--- config.mk ---
export PLATFORM = sky130hd
export DESIGN_NAME = addr_counter
export DESIGN_NICKNAME = d
export VERILOG_FILES = /design/src/rtl/addr_counter.sv
export SDC_FILE = /design/constraint.sdc
export NUM_CORES = 1
export LEC_CHECK = 0
export ABC_CLOCK_PERIOD_IN_PS = 1750
export CAP_MARGIN = 20
export CORE_MARGIN = 1.5
export CORE_UTILIZATION = 45
export DETAILED_ROUTE_END_ITERATION = 16
export PLACE_DENSITY = 0.88
export SYNTH_ARGS = -nofsm -noshare
export SYNTH_HDL_FRONTEND = slang
export SYNTH_SLANG_ARGS = --single-unit
--- constraint.sdc ---
create_clock -name clk -period 1.75 [get_ports clk]
set_input_delay 0.2625 -clock clk [delete_from_list [all_inputs] [get_ports clk]]
set_output_delay 0.2625 -clock clk [all_outputs]
set_load 0.1 [all_outputs]
--- src/rtl/addr_counter.sv ---
// Modulo-MOD up/down address counter with parallel load, terminal-count and sticky overflow.
// Compile-time option: define ADDR_CNT_SAT_EN to saturate at the terminal values instead of wrapping.
module addr_counter #(
    parameter int unsigned     WIDTH     = 6,
    parameter longint unsigned MOD       = 64,
    parameter longint unsigned RESET_VAL = 0
) (
    input  logic             clk,
    input  logic             reset,
    input  logic             en,
    input  logic             up,
    input  logic             load,
    input  logic [WIDTH-1:0] load_val,
    output logic [WIDTH-1:0] add,
    output logic             tc,
    output logic             ovf
);

`ifdef ADDR_CNT_SAT_EN
    localparam bit SAT_EN = 1'b1;
`else
    localparam bit SAT_EN = 1'b0;
`endif

    localparam logic [WIDTH-1:0] MAX_VAL = WIDTH'(MOD - 64'd1);
    localparam logic [WIDTH-1:0] RST_VAL = WIDTH'(RESET_VAL);
    localparam logic [WIDTH-1:0] ONE_VAL = WIDTH'(1);

    logic [WIDTH-1:0] add_q, add_d;
    logic             ovf_q, ovf_d;
    logic             at_max, at_zero;
    logic [WIDTH-1:0] inc_val, dec_val, load_clamped;

    // Widen before comparing so MOD = 2^WIDTH never truncates to zero.
    assign load_clamped = (64'(load_val) >= MOD) ? MAX_VAL : load_val;

    always_comb begin
        at_max  = (add_q == MAX_VAL);
        at_zero = (add_q == '0);
        tc      = en & ~load & ((up & at_max) | (~up & at_zero));

        inc_val = add_q + ONE_VAL;
        if (at_max) begin
            inc_val = SAT_EN ? MAX_VAL : '0;
        end
        dec_val = add_q - ONE_VAL;
        if (at_zero) begin
            dec_val = SAT_EN ? '0 : MAX_VAL;
        end

        add_d = add_q;
        ovf_d = ovf_q;
        if (load) begin
            add_d = load_clamped;
            ovf_d = 1'b0;
        end else if (en) begin
            add_d = up ? inc_val : dec_val;
            if (tc) begin
                ovf_d = 1'b1;
            end
        end
    end

    always_ff @(posedge clk) begin
        if (reset) begin
            add_q <= RST_VAL;
            ovf_q <= 1'b0;
        end else begin
            add_q <= add_d;
            ovf_q <= ovf_d;
        end
    end

    assign add = add_q;
    assign ovf = ovf_q;

endmodule

==> flow_metrics.tcl, run 1 <==
set metrics [dict create \
    avgSynthCellArea_um2 7.90 \
    fmax_ghz 0.598 \
    die_y_um 41.2 \
    hold_class "reg -> reg" \
    yosysUniqueCellTypes 35 \
    pwr-share-seq_pct 29.9 \
    track_usage_pct 25.3 \
    crit_buf_inv 2 \
    r2r_slack_ns 0.15 \
    async_flop_share_pct 0 \
    rsz0062_at_grt "false" \
    final-instance-count-excl-fill 124 \
    ir_worst_vdd_mv 0.337 \
    slew_headroom_pct 78.8 \
    finalSetupTns_ns 0 \
    timing.rr.end "add[4]" \
    ys_dominant_reg_cell "dfxtp_1" \
    finalWeightedCongestion 0.934 \
    crit_required_ns 1.49 \
    finalClockSkew_ns 0.00148 \
    antenna_found_initial 0 \
    slew_violations 0 \
    dieArea_mm2 0.00169 \
    cts-htree-levels 1 \
    ctsHoldBuffers 0 \
    critical_path_depth 5 \
    path_class "reg -> out" \
    cp_top_family "flip-flops" \
    cts_tree "built" \
    viasPerCell 5.60 \
    clk-insertion-delay-late_ns 0.25 \
    num_vias 695 \
    start_util_pct 49.2 \
    synth-edff-count 0 \
    core-area_mm2 0.00133 \
    io_pins 19 \
    io_buffers 18 \
    netlist_instances 83 \
    netlist_area_um2 656 \
    period_minus_slack_ns 1.67 \
    drt_iter0_markers 18 \
    layout_worst_path_cycle_share_pct 95.6 \
    core.rowCount 13 \
    synthTopCellsByCount "dfxtp_1, inv_1, nand2_1" \
    wl_um 1800 \
    numCtsBuffers 3 \
    die_w_um 41.2 \
    place_inst 117 \
    path_max_fanout 4 \
    finalSetupViolCount 0 \
    wl_per_cell_um 14.5 \
    worst_slew_pin_slew_ns 0.317 \
    yosys_warnings 0 \
    cell_internal_pwr_mw 0.401 \
    syn-num-nets 97 \
    start_kind "flop" \
    ant_nets 0 \
    p_leak_nw 0.396 \
    diodes 0 \
    drv_cap 0 \
    path_clk_slew_ns 0.06 \
    min_to "ovf" \
    netSwitchingPower_mw 0.280 \
    yosys-top-cells-area "dfxtp_1, buf_6, ha_1" \
    cts_sinks 7 \
    swShare_pct 41.1 \
    drive_above_1_share_pct 32.1 \
    r2r_cells 6 \
    grt.overflow.total 0 \
    final_nets 124 \
    p_comb_share_pct 47.4 \
    final_hold_viol_count 0 \
    syn2layout_area_growth_pct 54.2 \
    status "finished clean" \
    final_core_util_pct 75.8 \
    yosys_register_bits 7 \
    grt_pass1_vias 603 \
    hpwl_um 1360 \
    worstHoldStart "ovf" \
    end_kind "output pin" \
    rr_startpoint "add[0]" \
    clock_path_buffers 2 \
    yosysTopAreaCellShare_pct 21.4 \
    worst_path_max_delay_cell "dfxtp_4" \
    worstPathCellList "inv_1 -> ha_2 -> and3_4 -> o21a_4 -> buf_12" \
    crit_path_max_incr_delay_ns 0.35 \
    cp.arrival_ns 1.41 \
    pwr-share-clk_pct 22.6 \
    yosysTopAreaCell "dfxtp_1" \
    drc 0 \
    nFillCells 97 \
    grt_max_degree 11 \
    grt_pass1_wl_um 2810 \
    seq_area_frac_synth_pct 21.4 \
    dr.pass1.iters 4 \
    hold_depth 2 \
    powerDensity_mw_per_mm2 674 \
    clock-root-buffer "clkbuf_4" \
]
-- registers in the layout, summed over array words and instances (netlist names) --
signal and count:
ovf 1, add 6
-- timing repair --
action,CTS,global route
setup endpoints to repair,1,1
setup buffers,3,0
endpoints found under the hold margin,0,0
resized for setup,1,4
-- power groups by stage --
stage	combinational [mW]	clock, mW	sequential (mW)
finish	0.323	0.154	0.204
CTS	0.319	0.158	0.202
detailed placement	0.305	0	0.212
floorplan	0.132	0	0.278
global placement	0.295	0	0.209
global route	0.342	0.163	0.207
-- how the worst max path moves through the flow --
| stage | from | endpoint | slack [ns] |
|---|---|---|---|
| 5_1_grt | add[0] | tc | 0.01 |
| 4_1_cts | add[2] | tc | 0.03 |
| 3_3_place_gp | up | add[4] | -0.02 |
| 6_report | add[0] | tc | 0.08 |
| 3_5_place_dp | up | add[3] | -0.06 |
| 2_1_floorplan | add[3] | tc | 0.008 |
-- cell families after synthesis --
family          count (synthesis)  share of synthesized area, %
xor+xnor                        4                          5.34
buf+inv                        13                          13.2
mux                             2                          3.05
simple gates                   30                          26.1
fa+ha+maj                       3                          5.73
compound gates                 24                          25.2
flops                           7                          21.4
-- layout by cell type, fill, tap and decap left out, types with 3 or more instances in the layout --
master            n
clkbuf_4          3
a21oi_1           6
clkdlybuf4s50_1   9
nand2_1           7
o21ai_0           5
nor3_1            3
nor2_1            5
inv_1             7
buf_12            8
buf_4            10
dfxtp_4           5
-- tightest hold or removal path, cell delays in order (launching register included) --
cell	delay, ns
dfxtp_1	0.34
inv_1	0.06
a211oi_1	0.07
-- per-layer routing --
layer,global-route usage [%],part of all wire (%),wire length [um],up-vias
li1,-,-,-,346
met1,32.8,44,783,328
met2,43.0,53,949,21
met3,5.43,3.6,65,0
met4,4.03,0,0,0
met5,0,0,0,-
-- per-stage QoR --
step / area [um^2] / total power, mW / setup slack [ns] / hold slack (ns)
6_report: 1010 / 0.682 / 0.0771 / 0.524
3_5_place_dp: 950 / 0.516 / -0.0575 / 0.519
2_1_floorplan: 678 / 0.409 / 0.00755 / 0.322
3_3_place_gp: 950 / 0.504 / -0.0154 / 0.482
5_1_grt: 1010 / 0.713 / 0.0142 / 0.544
4_1_cts: 997 / 0.679 / 0.0311 / 0.535
-- area by class of cell --
class	count	area (um^2)	area share, %
Clock buffer	4	26.3	2.60
Inverter	7	26.3	2.60
Multi-Input combinational cell	63	445	44.1
Sequential cell	7	160	15.8
Tap cell	15	18.8	1.86
Timing Repair Buffer	28	334	33.0
No activity file was read; power rests on OpenSTA's default activity.
==> inputs of run 2 (changes only) <==
--- a/config.mk
+++ b/config.mk
@@ -10,6 +10,7 @@
 export CORE_MARGIN = 1.5
 export CORE_UTILIZATION = 45
 export DETAILED_ROUTE_END_ITERATION = 16
+export MAX_ROUTING_LAYER = met4
 export PLACE_DENSITY = 0.88
 export SYNTH_ARGS = -nofsm -noshare
 export SYNTH_HDL_FRONTEND = slang
==> run 2 against run 1 <==
Against the previous run: first-iteration DRC count decreased by 5.6%; sequential power about the same; worst setup slack got worse by 0.022 ns; flip-flop and latch count unchanged; via count increased by 3.0%; sequential share of layout area increased by 0.12 points; clock power increased by 5%; combinational power decreased by 1%; critical path type unchanged; critical endpoint unchanged.
==> flow_metrics.tcl, run 2 (synthesis results as in run 1) <==
set metrics [dict create \
    largest_reg_flops 6 \
    io_pins 19 \
    clock-root-buffer "clkbuf_4" \
    syn2layout_area_growth_pct 53.1 \
    drt_iter0_markers 17 \
    crit_path_max_incr_delay_ns 0.36 \
    rsz0062_at_grt "false" \
    end_kind "output pin" \
    final_core_util_pct 75.2 \
    slew_headroom_pct 76.1 \
    grt_pass1_vias 636 \
    path_class "reg -> out" \
    worst_path_max_delay_cell "dfxtp_4" \
    finalSetupViolCount 0 \
    drc 0 \
    drv_cap 0 \
    start_kind "flop" \
    dieArea_mm2 0.00169 \
    drive_above_1_share_pct 31.5 \
    clock_path_buffers 2 \
    cp_top_family "flip-flops" \
    worst_slew_pin_slew_ns 0.356 \
    final_cell_mix "clkdlybuf4s50_1, buf_4, buf_12" \
    num_vias 716 \
    status "finished clean" \
    wl_um 1790 \
    die_y_um 41.2 \
    slew_violations 0 \
    period_minus_slack_ns 1.69 \
    dr.pass1.iters 4 \
    hpwl_um 1320 \
    final-instance-count-excl-fill 123 \
    core-area_mm2 0.00133 \
    track_usage_pct 27.7 \
    die_w_um 41.2 \
    fmax_ghz 0.590 \
    crit_buf_inv 2 \
    diodes 0 \
    ir_worst_vdd_mv 0.583 \
    p_leak_nw 0.391 \
    cts-htree-levels 1 \
    wl_per_cell_um 14.5 \
    cp.arrival_ns 1.43 \
    setup_ws_ns 0.0555 \
    final_nets 123 \
    layout_worst_path_cycle_share_pct 96.8 \
    clk-insertion-delay-late_ns 0.26 \
    finalClockSkew_ns 0.00705 \
    cts_sinks 7 \
    hold_class "reg -> reg" \
    pre_cts_slack_ns -0.125 \
    start_util_pct 49.2 \
    numCtsBuffers 3 \
    worstPathCellList "inv_1 -> ha_2 -> and3_4 -> o21a_4 -> buf_12" \
    grt.overflow.total 0 \
    finalWeightedCongestion 0.952 \
    finalSetupTns_ns 0 \
    core.rowCount 13 \
    path_clk_slew_ns 0.06 \
    powerDensity_mw_per_mm2 682 \
    grt_pass1_wl_um 2860 \
    place_inst 117 \
    viasPerCell 5.82 \
    crit_required_ns 1.49 \
    final_hold_viol_count 0 \
    grt_max_degree 11 \
    ant_nets 0 \
    antenna_found_initial 0 \
    io_buffers 18 \
    cts_tree "built" \
    path_max_fanout 4 \
    power.total_mw 0.684 \
]
-- run 2: changes by cell type in the layout (fill, tap and decap cells not counted), sizes merged --
cell,before,now
buf,18,17
-- run 2: path summary, 6_finish.rpt --
kind                from  endpoint  slack (ns)  cells past startpoint
hold / removal       ovf       ovf        0.53                      2
hold reg to reg      ovf       ovf        0.53                      2
setup reg to reg  add[0]    add[4]        0.18                      6
setup / recovery  add[0]        tc        0.06                      5
-- run 2: per-layer routing --
metal  wire [um]  up-vias  part of all wire (%)  track usage (%)
met5           0        -                     0                -
met4          51        0                   2.9             10.5
met3         155        7                   8.7             7.61
met2         891       32                    50             43.8
met1         687      333                    38             33.3
li1            -      344                     -                -
-- run 2: repair_timing --
item                                   CTS  global route
buffers inserted                         1             1
endpoints found under the hold margin    0             0
pin swaps                                0             0
hold buffers                             0             0
cloned                                   0             0
resized for setup                        1             4
setup endpoints to repair                1             1
-- run 2: where the power goes --
group / internal (mW) / switching (mW)
Sequential: 0.172 / 0.0317
Clock: 0.0879 / 0.0734
Combinational: 0.139 / 0.179
-- run 2: tightest hold or removal path: stages, from the launching register on --
cell      delay [ns]
dfxtp_1         0.34
inv_1           0.07
a211oi_1        0.07
-- run 2: area by class of cell --
type	count	area [um^2]
tap	15	18.8
inverter	7	26.3
sequential	7	160
timing repair buffer	27	327
fill	101	330
clock buffer	4	26.3
multi-input combinational	63	445
-- run 2: metrics by stage --
step           hold WS [ns]  instance area (um^2)
2_1_floorplan         0.322                   678
3_3_place_gp          0.482                   950
3_5_place_dp          0.533                   950
4_1_cts               0.546                   982
5_1_grt               0.567                  1000
6_report              0.533                  1000
